### src/rtl/spram_ctrl_pkg.sv
// Shared types and constants for the SPRAM initiator controller.
package spram_ctrl_pkg;

    localparam int CNT_W            = 16;
    localparam int ADDR_W           = 17;
    localparam int DATA_W           = 8;
    localparam int SLEEP_WAKE_EXTRA = 4;

    typedef enum logic [2:0] {
        IDLE,
        ACCESS,
        RD_WAIT,
        STBY,
        WAKE,
        SLEEP
    } state_e;

    // Clamp a cycle count into the counter range so large parameters saturate.
    function automatic logic [CNT_W-1:0] sat_cnt(input int unsigned v);
        if (v > ((32'd1 << CNT_W) - 32'd1))
            return '1;
        return CNT_W'(v);
    endfunction

endpackage

### src/rtl/spram_ctrl_if.sv
// Client-side request/response bus of the SPRAM controller.
interface spram_ctrl_if;
    import spram_ctrl_pkg::*;

    logic              req_valid;
    logic              req_ready;
    logic [ADDR_W-1:0] req_addr;
    logic              req_we;
    logic [DATA_W-1:0] req_wdata;
    logic              resp_valid;
    logic [DATA_W-1:0] resp_rdata;

    modport master (
        output req_valid, req_addr, req_we, req_wdata,
        input  req_ready, resp_valid, resp_rdata
    );

    modport slave (
        input  req_valid, req_addr, req_we, req_wdata,
        output req_ready, resp_valid, resp_rdata
    );

endinterface

### src/rtl/spram_idle_timer.sv
// Shared saturating up/down counter for idle, wake and sleep timing.
// Priority: clear, then load, then count. done_o compares the current value.
module spram_idle_timer
    import spram_ctrl_pkg::*;
(
    input  logic             clk,
    input  logic             rst,
    input  logic             clr_i,
    input  logic             load_i,
    input  logic [CNT_W-1:0] load_val_i,
    input  logic             en_i,
    input  logic             up_i,
    input  logic [CNT_W-1:0] term_i,
    output logic             done_o
);

    logic [CNT_W-1:0] cnt_q, cnt_d;

    // Next count: clear/load/step, holding at the range limits.
    always_comb begin
        cnt_d = cnt_q;
        if (clr_i) begin
            cnt_d = '0;
        end else if (load_i) begin
            cnt_d = load_val_i;
        end else if (en_i) begin
            if (up_i) begin
                if (cnt_q != '1) cnt_d = cnt_q + CNT_W'(1);
            end else begin
                if (cnt_q != '0) cnt_d = cnt_q - CNT_W'(1);
            end
        end
    end

    // Counter register.
    always_ff @(posedge clk or posedge rst) begin
        if (rst) cnt_q <= '0;
        else     cnt_q <= cnt_d;
    end

    assign done_o = (cnt_q == term_i);

endmodule

### src/rtl/spram_ctrl.sv
// Initiator-side controller for the 128 KiB byte-addressed SPRAM wrapper.
// Optional sleep mode: define SPRAM_SLEEP_EN.
module spram_ctrl
    import spram_ctrl_pkg::*;
#(
    parameter int unsigned IDLE_CYCLES  = 64,
    parameter int unsigned WAKE_CYCLES  = 3,
    parameter int unsigned SLEEP_CYCLES = 1024
) (
    input  logic              clk,
    input  logic              rst,
    spram_ctrl_if.slave       bus,
    output logic [ADDR_W-1:0] mem_addr,
    output logic [DATA_W-1:0] mem_din,
    output logic              mem_wren,
    output logic              mem_cs,
    output logic              mem_standby,
    output logic              mem_sleep,
    output logic              mem_poweroff_n,
    input  logic [DATA_W-1:0] mem_dout
);

    localparam logic [CNT_W-1:0] IDLE_TERM  = sat_cnt(IDLE_CYCLES - 1);
    localparam logic [CNT_W-1:0] SLEEP_TERM = sat_cnt(SLEEP_CYCLES - 1);
    localparam logic [CNT_W-1:0] WAKE_LOAD  = sat_cnt(WAKE_CYCLES);
    localparam logic [CNT_W-1:0] WAKE_TERM  = CNT_W'(1);
`ifdef SPRAM_SLEEP_EN
    localparam logic [CNT_W-1:0] SLEEP_WAKE_LOAD = sat_cnt(WAKE_CYCLES + SLEEP_WAKE_EXTRA);
`endif

    state_e            state_q, state_d;
    logic              req_ready_q, req_ready_d;
    logic              resp_valid_q, resp_valid_d;
    logic [DATA_W-1:0] resp_rdata_q, resp_rdata_d;
    logic [ADDR_W-1:0] mem_addr_q, mem_addr_d;
    logic [DATA_W-1:0] mem_din_q, mem_din_d;
    logic              mem_wren_q, mem_wren_d;
    logic              mem_cs_q, mem_cs_d;
    logic              mem_standby_q, mem_standby_d;
    logic              mem_poweroff_n_q;
`ifdef SPRAM_SLEEP_EN
    logic              mem_sleep_q, mem_sleep_d;
`endif

    logic              tmr_clr, tmr_load, tmr_en, tmr_up, tmr_done;
    logic [CNT_W-1:0]  tmr_load_val, tmr_term;

    spram_idle_timer u_timer (
        .clk        (clk),
        .rst        (rst),
        .clr_i      (tmr_clr),
        .load_i     (tmr_load),
        .load_val_i (tmr_load_val),
        .en_i       (tmr_en),
        .up_i       (tmr_up),
        .term_i     (tmr_term),
        .done_o     (tmr_done)
    );

    // Next-state, registered-output and timer-control decode.
    always_comb begin
        state_d       = state_q;
        resp_valid_d  = 1'b0;
        resp_rdata_d  = resp_rdata_q;
        mem_addr_d    = mem_addr_q;
        mem_din_d     = mem_din_q;
        mem_cs_d      = 1'b0;
        mem_wren_d    = 1'b0;
        mem_standby_d = mem_standby_q;
`ifdef SPRAM_SLEEP_EN
        mem_sleep_d   = mem_sleep_q;
`endif
        tmr_clr       = 1'b0;
        tmr_load      = 1'b0;
        tmr_load_val  = WAKE_LOAD;
        tmr_en        = 1'b0;
        tmr_up        = 1'b1;
        tmr_term      = IDLE_TERM;

        case (state_q)
            IDLE: begin
                // A request in the threshold cycle wins over entering standby.
                if (bus.req_valid) begin
                    mem_addr_d = bus.req_addr;
                    if (bus.req_we) mem_din_d = bus.req_wdata;
                    mem_cs_d   = 1'b1;
                    mem_wren_d = bus.req_we;
                    tmr_clr    = 1'b1;
                    state_d    = ACCESS;
                end else if (tmr_done) begin
                    mem_standby_d = 1'b1;
                    tmr_clr       = 1'b1;
                    state_d       = STBY;
                end else begin
                    tmr_en = 1'b1;
                end
            end
            ACCESS: begin
                // mem_addr is held so the wrapper lane mux still selects this byte.
                state_d = mem_wren_q ? IDLE : RD_WAIT;
            end
            RD_WAIT: begin
                resp_rdata_d = mem_dout;
                resp_valid_d = 1'b1;
                state_d      = IDLE;
            end
            STBY: begin
                tmr_term = SLEEP_TERM;
                if (bus.req_valid) begin
                    mem_standby_d = 1'b0;
                    tmr_load      = 1'b1;
                    tmr_load_val  = WAKE_LOAD;
                    state_d       = WAKE;
                end
`ifdef SPRAM_SLEEP_EN
                else if (tmr_done) begin
                    mem_sleep_d = 1'b1;
                    tmr_clr     = 1'b1;
                    state_d     = SLEEP;
                end else begin
                    tmr_en = 1'b1;
                end
`endif
            end
            WAKE: begin
                // Down-count from the loaded value; done marks the last wake cycle.
                tmr_up   = 1'b0;
                tmr_term = WAKE_TERM;
                tmr_en   = 1'b1;
                if (tmr_done) begin
                    tmr_clr = 1'b1;
                    state_d = IDLE;
                end
            end
`ifdef SPRAM_SLEEP_EN
            SLEEP: begin
                if (bus.req_valid) begin
                    mem_sleep_d   = 1'b0;
                    mem_standby_d = 1'b0;
                    tmr_load      = 1'b1;
                    tmr_load_val  = SLEEP_WAKE_LOAD;
                    state_d       = WAKE;
                end
            end
`endif
            default: state_d = IDLE;
        endcase

        req_ready_d = (state_d == IDLE);
    end

    // State and registered output flops.
    always_ff @(posedge clk or posedge rst) begin
        if (rst) begin
            state_q          <= IDLE;
            req_ready_q      <= 1'b1;
            resp_valid_q     <= 1'b0;
            resp_rdata_q     <= '0;
            mem_addr_q       <= '0;
            mem_din_q        <= '0;
            mem_wren_q       <= 1'b0;
            mem_cs_q         <= 1'b0;
            mem_standby_q    <= 1'b0;
            mem_poweroff_n_q <= 1'b1;
        end else begin
            state_q          <= state_d;
            req_ready_q      <= req_ready_d;
            resp_valid_q     <= resp_valid_d;
            resp_rdata_q     <= resp_rdata_d;
            mem_addr_q       <= mem_addr_d;
            mem_din_q        <= mem_din_d;
            mem_wren_q       <= mem_wren_d;
            mem_cs_q         <= mem_cs_d;
            mem_standby_q    <= mem_standby_d;
            mem_poweroff_n_q <= 1'b1;
        end
    end

`ifdef SPRAM_SLEEP_EN
    // Sleep pin flop.
    always_ff @(posedge clk or posedge rst) begin
        if (rst) mem_sleep_q <= 1'b0;
        else     mem_sleep_q <= mem_sleep_d;
    end
    assign mem_sleep = mem_sleep_q;
`else
    assign mem_sleep = 1'b0;
`endif

    assign bus.req_ready  = req_ready_q;
    assign bus.resp_valid = resp_valid_q;
    assign bus.resp_rdata = resp_rdata_q;
    assign mem_addr       = mem_addr_q;
    assign mem_din        = mem_din_q;
    assign mem_wren       = mem_wren_q;
    assign mem_cs         = mem_cs_q;
    assign mem_standby    = mem_standby_q;
    assign mem_poweroff_n = mem_poweroff_n_q;

endmodule

### src/flat_wrapper.sv
// flat-port wrapper written by rule: the top's interface ports become plain ports
module spram_ctrl_flat import spram_ctrl_pkg::*;
#(
    parameter int unsigned IDLE_CYCLES  = 64,
    parameter int unsigned WAKE_CYCLES  = 3,
    parameter int unsigned SLEEP_CYCLES = 1024
)
  (clk, rst, mem_addr, mem_din, mem_wren, mem_cs, mem_standby, mem_sleep, mem_poweroff_n, mem_dout, bus_req_valid, bus_req_addr, bus_req_we, bus_req_wdata, bus_req_ready, bus_resp_valid, bus_resp_rdata);
  spram_ctrl_if bus_i ();
  input  logic clk;
  input  logic rst;
  output logic [ADDR_W-1:0] mem_addr;
  output logic [DATA_W-1:0] mem_din;
  output logic mem_wren;
  output logic mem_cs;
  output logic mem_standby;
  output logic mem_sleep;
  output logic mem_poweroff_n;
  input  logic [DATA_W-1:0] mem_dout;
  input wire logic [$bits(bus_i.req_valid)-1:0] bus_req_valid;
  input wire logic [$bits(bus_i.req_addr)-1:0] bus_req_addr;
  input wire logic [$bits(bus_i.req_we)-1:0] bus_req_we;
  input wire logic [$bits(bus_i.req_wdata)-1:0] bus_req_wdata;
  output wire logic [$bits(bus_i.req_ready)-1:0] bus_req_ready;
  output wire logic [$bits(bus_i.resp_valid)-1:0] bus_resp_valid;
  output wire logic [$bits(bus_i.resp_rdata)-1:0] bus_resp_rdata;
  assign bus_i.req_valid = bus_req_valid;
  assign bus_i.req_addr = bus_req_addr;
  assign bus_i.req_we = bus_req_we;
  assign bus_i.req_wdata = bus_req_wdata;
  assign bus_req_ready = bus_i.req_ready;
  assign bus_resp_valid = bus_i.resp_valid;
  assign bus_resp_rdata = bus_i.resp_rdata;
  spram_ctrl #(.IDLE_CYCLES(IDLE_CYCLES), .WAKE_CYCLES(WAKE_CYCLES), .SLEEP_CYCLES(SLEEP_CYCLES)) u_core (.clk(clk), .rst(rst), .bus(bus_i), .mem_addr(mem_addr), .mem_din(mem_din), .mem_wren(mem_wren), .mem_cs(mem_cs), .mem_standby(mem_standby), .mem_sleep(mem_sleep), .mem_poweroff_n(mem_poweroff_n), .mem_dout(mem_dout));
endmodule
### config.mk
export PLATFORM = sky130hd
export DESIGN_NAME = spram_ctrl_flat
export DESIGN_NICKNAME = d
export VERILOG_FILES = /design/src/rtl/spram_ctrl_pkg.sv /design/src/rtl/spram_ctrl_if.sv /design/src/rtl/spram_idle_timer.sv /design/src/rtl/spram_ctrl.sv /design/src/flat_wrapper.sv
export SDC_FILE = /design/constraint.sdc
export NUM_CORES = 1
export LEC_CHECK = 0
export CAP_MARGIN = 20
export CORE_AREA = 5 5 93 77
export CTS_CLUSTER_DIAMETER = 100
export DETAILED_ROUTE_END_ITERATION = 10
export DIE_AREA = 0 0 98 82
export PLACE_DENSITY = 0.95
export SLEW_MARGIN = 10
export SYNTH_ARGS = -nofsm -noshare
export SYNTH_HDL_FRONTEND = slang
export SYNTH_SLANG_ARGS = --single-unit
### constraint.sdc
create_clock -name clk -period 4.1 [get_ports clk]
set_input_delay 0.41 -clock clk [delete_from_list [all_inputs] [get_ports clk]]
set_output_delay 0.41 -clock clk [all_outputs]
set_load 0.01 [all_outputs]
==> results of run 1 <==
-- how the worst min path moves through the flow --
| stage | depth (start not counted) | slack (ps) | endpoint | startpoint |
|---|---|---|---|---|
| after floorplan | 2 | 530 | u_core.mem_standby | u_core.mem_standby |
| after global placement | 1 | 490 | u_core.mem_din[6] | u_core.mem_din[6] |
| after detailed placement | 1 | 490 | u_core.mem_din[5] | u_core.mem_din[5] |
| after CTS | 2 | 470 | u_core.mem_addr[12] | rst |
| after global routing | 1 | 520 | u_core.mem_addr[15] | u_core.mem_addr[15] |
| final | 2 | 460 | u_core.state_q[0] | rst |
-- flip-flops by register name (all words and copies together) (netlist names) --
signal,flops
u_core.bus.req_ready,1
u_core.bus.resp_rdata,8
u_core.bus.resp_valid,1
u_core.mem_addr,17
u_core.mem_cs,1
u_core.mem_din,8
u_core.mem_standby,1
u_core.mem_wren,1
u_core.state_q,3
u_core.u_timer.cnt_q,16
-- per-stage QoR --
stage	total power [mW]	cell area, um^2
floorplan	1.880	3202
global placement	2.372	3974
detailed placement	2.455	3974
CTS	2.956	4155
global route	3.145	4170
finish	2.958	4170
-- per-layer routing --
layer | part of all wire [%] | track usage (%) | wire, um | vias up
met5 | 0 | 0 | 0 | -
met4 | 2.8 | 8.852 | 231 | 0
met3 | 6.0 | 5.178 | 496 | 22
met2 | 52 | 39.88 | 4304 | 116
met1 | 39 | 24.67 | 3249 | 1259
li1 | - | - | - | 1198
-- layout make-up --
cell class	count	area (um^2)	area share, %
clock buffers	11	151.4	3.630
clock inverters	5	30.03	0.7201
inverters	6	22.52	0.5401
multi-input cells	211	1663	39.87
flip-flops and latches	57	1428	34.23
well taps	84	105.1	2.520
repair buffers	77	770.7	18.48
-- power groups by stage --
| stage | Combinational [mW] | Clock (mW) | Sequential (mW) |
|---|---|---|---|
| after detailed placement | 1.43 | 0 | 1.02 |
| after floorplan | 0.832 | 0 | 1.05 |
| after global routing | 1.58 | 0.508 | 1.06 |
| after CTS | 1.46 | 0.481 | 1.02 |
| after global placement | 1.38 | 0 | 0.994 |
| final | 1.46 | 0.473 | 1.02 |
-- kinds of logic (layout without fill, tap and decap cells) --
| kind of cell | Yosys count | count (layout) | synth area share [%] |
|---|---|---|---|
| other cells | 2 | 2 | 0.2346 |
| compound gates | 67 | 67 | 14.22 |
| simple gates | 72 | 72 | 13.33 |
| fa+ha+maj | 15 | 15 | 6.096 |
| buf+inv | 16 | 99 | 3.478 |
| xor+xnor | 11 | 11 | 3.009 |
| flops | 57 | 57 | 44.59 |
| mux | 44 | 44 | 15.05 |
-- Yosys cell counts, types with 2 or more instances --
| library cell | instances | area (um^2) |
|---|---|---|
| o21bai_1 | 3 | 22.52 |
| o21a_1 | 2 | 15.01 |
| xor2_1 | 3 | 26.28 |
| nand4_1 | 7 | 43.79 |
| conb_1 | 2 | 7.510 |
| a21oi_1 | 20 | 100.1 |
| mux2_2 | 33 | 371.6 |
| xnor2_1 | 8 | 70.07 |
| a211o_1 | 2 | 17.52 |
| a31oi_1 | 4 | 25.02 |
| nand3_1 | 5 | 25.02 |
| o21ai_0 | 11 | 55.05 |
| and3_1 | 5 | 31.28 |
| nand2b_1 | 3 | 18.77 |
| o31ai_1 | 4 | 30.03 |
| nand3b_1 | 2 | 15.01 |
| inv_1 | 5 | 18.77 |
| nor2b_1 | 3 | 18.77 |
| o21ai_2 | 2 | 17.52 |
| mux2i_1 | 11 | 110.1 |
| buf_6 | 5 | 56.30 |
| ha_1 | 14 | 175.2 |
| dfrtp_1 | 56 | 1401 |
| a21o_1 | 6 | 45.04 |
| buf_2 | 2 | 10.01 |
| nor3_1 | 4 | 20.02 |
| nand2_1 | 14 | 52.55 |
| buf_4 | 3 | 22.52 |
| nor2_1 | 13 | 48.80 |
==> flow_summary_export.csv, run 1 <==
group,metric,value,unit
clock_network,htreeDepth,3,
place,port_buffers,74,
timing,slew_viol_final,0,
layout,fillers,434,
worst_setup_path,r2r_cells,10,
worst_setup_path,max_stage_delay,540,ps
layout,drive_above_1_share,18.80,%
clock_network,clkSinkCount,57,
pwr,cellInternalPower,1.846,mW
timing,hold_viol_final,0,
route,vias,2595,
global_route,grt_pass1_wl,13560,um
worst_setup_path,regToRegEndpoint,"u_core.u_timer.cnt_q[11]",
floorplanning,die_w,98,um
clock_network,postCtsSetupBuffers,0,
pwr,ir_worst_vdd,474.8,uV
worst_setup_path,cp-start-kind,"register",
synthesis,synth_cell_types,61,
pwr,power_density,709.2,nW/um^2
global_route,grt_max_degree,30,
layout,layout_common_cells,"74 x clkdlybuf4s50_1, 56 x dfrtp_1, 33 x mux2_2, 20 x a21oi_1",
synthesis,synth_seq_area_share,44.59,%
worst_setup_path,critPathBufInv,1,
clock_network,cts_resized,0,
layout,final_util,67.12,%
run_status,outcome,"finished, final reports clean",
synthesis,synthArstFlopShare,100.0,%
min_path,hold_class,"in -> async",
worst_setup_path,worst-path-stages,10,
synthesis,synth_top_flop_cell,"dfrtp_1",
timing,rsz0062_at_grt,"false",
worst_setup_path,cp.arrival,3350,ps
pwr,leakagePower,1.901,nW
worst_setup_path,cp.required,4350,ps
route,wl,8281,um
floorplanning,die_area,8036,um^2
floorplanning,core,6213,um^2
route,first_pass_iters,4,
global_route,grtUsageTotal,21.74,%
worst_setup_path,worst-setup-path-type,"reg -> reg",
layout,final_common_cell,"clkdlybuf4s50_1",
worst_setup_path,crit_end,"u_core.u_timer.cnt_q[11]",
clock_network,cts_buffers,9,
pwr,swShare,37.58,%
global_route,first_global_vias,2654,
route,first_iter_violations,203,
layout,final_nets,414,
clock_network,cts_tree,"yes",
worst_setup_path,crit_chain,"nor2_4 > nand2_4 > inv_2 > ha_1 > o211a_1 > a211o_1 > and3_1 > o21ai_0 > or3b_1 > a21oi_1",
synthesis,syn_area_per_cell,11.27,um^2
synthesis,synth_fp_nets,336,
floorplanning,io_pins,77,
clock_network,clk_pin_slew,70,ps
layout,layout.cells.non_filler,451,
route,avgViaCountPerCell,5.754,
synthesis,synth_edf_count,0,
worst_setup_path,startpoint,"u_core.state_q[0]",
timing,final.min_clock_period,3100,ps
timing,tightest_slew,629.5,ps
worst_setup_path,rr_startpoint,"u_core.state_q[0]",
worst_setup_path,end_kind,"register",
synthesis,synth_area,3202,um^2
floorplanning,start_util,51.53,%
timing,setup_tns,0,ps
clock_network,clockBufferDepth,2,
synthesis,syn_inst,284,
timing,whs,460.7,ps
pwr,clock_power_share,16.0,%
timing,worst_slack,1000,ps
worst_setup_path,critPathTopFamily,"compound AO/OA/AOI/OAI gates",
timing,fmax,322.6,MHz
pwr,switchingPower,1.112,mW
timing,fin_crit_sh,75.60,%
pwr,p_seq_share,34.5,%
timing,setup_viol,0,
clock_network,holdBufCountCts,0,
place,gp_congestion,0.8299,
run,maxCapViolations,0,
worst_setup_path,cp_slowest_cell,"dfrtp_1",
place,dp.cells,434,
synthesis,ys_warn_count,0,
worst_setup_path,reg2reg_slack,1000,ps
place,hpwl,5821,um
route,drc,0,
clock_network,cts-root-buf,"clkbuf_8",
synthesis,ys_ff_latch,57,
place,pre_cts_slack,1188,ps
timing,skew,10.11,ps
worst_setup_path,critPathMaxFanout,17,
floorplanning,die_y,82,um
layout,area_delta_synth_final,30.25,%
floorplanning,fp-row-count,26,
timing,slew_headroom,57.80,%
global_route,overflow,0,
pwr,p_comb_share,49.5,%
clock_network,insertion_delay,340,ps
route,wl_per_cell,18.36,um
global_route,antenna_found_initial,0,
route,final_antenna_net_count,0,
layout,diodes,0,
(Power assumes the default switching activity.)
==> run 2, diff against run 1 <==
CORE_AREA = 5 5 101 84   (was 5 5 93 77)
DIE_AREA = 0 0 106 89   (was 0 0 98 82)
PLACE_DENSITY = 0.87   (was 0.95)
clock period = 2.6 ns   (was 4.1 ns; I/O delays follow)
==> flow_summary_export.csv, run 2 (synthesized netlist as in run 1, its figures left out) <==
group,metric,value,unit
run_status,outcome,"finished, final reports clean",
clock_network,holdBufCountCts,0,
worst_setup_path,end_kind,"register",
layout,area_delta_synth_final,38.14,%
layout,final_nets,429,
layout,final_common_cell,"clkdlybuf4s50_1",
floorplanning,start_util,43.94,%
layout,fin_area,4423,um^2
worst_setup_path,critPathBufInv,2,
worst_setup_path,worst-setup-path-type,"reg -> reg",
clock_network,clkSinkCount,57,
floorplanning,core,7287,um^2
worst_setup_path,crit_chain,"nor2_4 > nand2_4 > inv_4 > buf_4 > ha_2 > and3_4 > and3_1 > nand3_1 > and3_2 > or4_1 > a21oi_1",
min_path,hold_class,"in -> async",
global_route,antenna_found_initial,0,
timing,setup_viol,0,
route,drc,0,
layout,drive_above_1_share,25.65,%
worst_setup_path,critPathTopFamily,"simple AND/OR/NAND/NOR gates",
floorplanning,io_pins,77,
timing,tightest_slew,679.9,ps
clock_network,clk_pin_slew,70,ps
place,gp_congestion,0.8932,
timing,slew_headroom,54.42,%
clock_network,htreeDepth,3,
timing,setup_tns,0,ps
floorplanning,die_y,89,um
worst_setup_path,r2r_cells,11,
worst_setup_path,cp-start-kind,"register",
route,final_antenna_net_count,0,
clock_network,cts_tree,"yes",
timing,final.min_clock_period,2555,ps
pwr,power_density,1111,nW/um^2
pwr,ir_worst_vdd,589.5,uV
floorplanning,die_w,106,um
global_route,grt_max_degree,34,
global_route,overflow,0,
timing,fmax,391.3,MHz
clock_network,cts_buffers,9,
timing,slew_viol_final,0,
route,wl_per_cell,17.87,um
layout,largest_reg_flops,17,
place,hpwl,5984,um
pwr,leakagePower,1.964,nW
place,dpl-instance-area,4099,um^2
floorplanning,fp-row-count,28,
layout,diodes,0,
clock_network,cts-root-buf,"clkbuf_8",
worst_setup_path,cp.required,2870,ps
worst_setup_path,cp_slowest_cell,"or4_1",
route,first_iter_violations,205,
clock_network,insertion_delay,340,ps
worst_setup_path,critPathMaxFanout,7,
route,wl,8433,um
floorplanning,die_area,9434,um^2
global_route,grt_pass1_wl,13870,um
worst_setup_path,cp.arrival,2820,ps
timing,skew,15.41,ps
clock_network,clockBufferDepth,2,
route,first_pass_iters,4,
layout,layout_common_cells,"74 x clkdlybuf4s50_1, 56 x dfrtp_1, 33 x mux2_2, 18 x a21oi_1, 17 x buf_4",
place,port_buffers,74,
worst_setup_path,regToRegEndpoint,"u_core.u_timer.cnt_q[15]",
route,avgViaCountPerCell,5.574,
timing,fin_crit_sh,98.29,%
global_route,grtUsageTotal,18.82,%
worst_setup_path,reg2reg_slack,40,ps
global_route,first_global_vias,2690,
run,maxCapViolations,0,
route,vias,2631,
timing,hold_viol_final,0,
layout,fillers,565,
worst_setup_path,rr_startpoint,"u_core.state_q[0]",
worst_setup_path,max_stage_delay,480,ps
run 2: cell count changes in the layout (fill, tap and decap cells not counted), sizes merged:
cell,delta
buf,+15
bufinv,+1
clkinv,-1
run 2: per-stage QoR:
step	power [mW]	hold WS, ps	cells	worst slack (ps)	utilization (%)
after floorplan	2.965	410.6	284	18.04	-
after global placement	3.869	486.8	454	112.7	56.25
after detailed placement	3.964	495.3	454	-3.611	56.25
after CTS	4.835	312.4	470	14.01	59.22
after global routing	5.231	334.0	472	-92.06	60.70
final	4.915	297.1	472	44.53	60.70
run 2: timing repair:
item | 4_1_cts | 5_1_grt
pin swaps | 0 | 4
endpoints found under the setup margin | 1 | 7
endpoints found under the hold margin | 0 | 0
setup buffers | 0 | 2
gates resized for setup | 3 | 19
gates cloned | 0 | 0
run 2: where the power goes:
part | total, mW | internal [mW] | switching (mW)
combinational | 2.54 | 1.37 | 1.17
sequential | 1.54 | 1.28 | 0.266
clock | 0.832 | 0.465 | 0.366
total | 4.92 | 3.11 | 1.80
run 2: per-layer routing:
layer / track usage [%] / part of all wire, % / up-vias
met5: 0 / 0 / -
li1: - / - / 1231
met3: 5.054 / 5.7 / 15
met1: 23.05 / 42 / 1299
met4: 7.059 / 1.9 / 0
met2: 32.41 / 51 / 86
run 2: final cells by class:
| type | instances | area, um^2 | share of cell area (%) |
|---|---|---|---|
| multi-input combinational | 211 | 1773 | 40.08 |
| sequential | 57 | 1428 | 32.28 |
| timing repair buffer | 92 | 888.4 | 20.08 |
| clock buffer | 11 | 141.4 | 3.197 |
| tap | 90 | 112.6 | 2.546 |
| clock inverter | 5 | 55.05 | 1.245 |
| inverter | 6 | 25.02 | 0.5658 |
run 2: worst max path at each step:
| stage | from | endpoint | depth (start not counted) | slack (ps) |
|---|---|---|---|---|
| 2_1_floorplan | u_core.state_q[1] | u_core.u_timer.cnt_q[11] | 11 | 20 |
| 3_3_place_gp | u_core.state_q[1] | u_core.u_timer.cnt_q[15] | 11 | 110 |
| 3_5_place_dp | u_core.state_q[1] | u_core.u_timer.cnt_q[15] | 11 | -4 |
| 4_1_cts | u_core.state_q[1] | u_core.u_timer.cnt_q[15] | 11 | 10 |
| 5_1_grt | u_core.state_q[0] | u_core.u_timer.cnt_q[12] | 11 | -90 |
| 6_report | u_core.state_q[0] | u_core.u_timer.cnt_q[15] | 11 | 40 |
run 2: worst reg2reg max path: stages (launching register included):
cell,delay (ps)
dfrtp_1,410
nor2_4,70
nand2_4,80
inv_4,50
buf_4,170
ha_2,340
and3_4,200
and3_1,170
nand3_1,100
and3_2,230
or4_1,480
a21oi_1,170
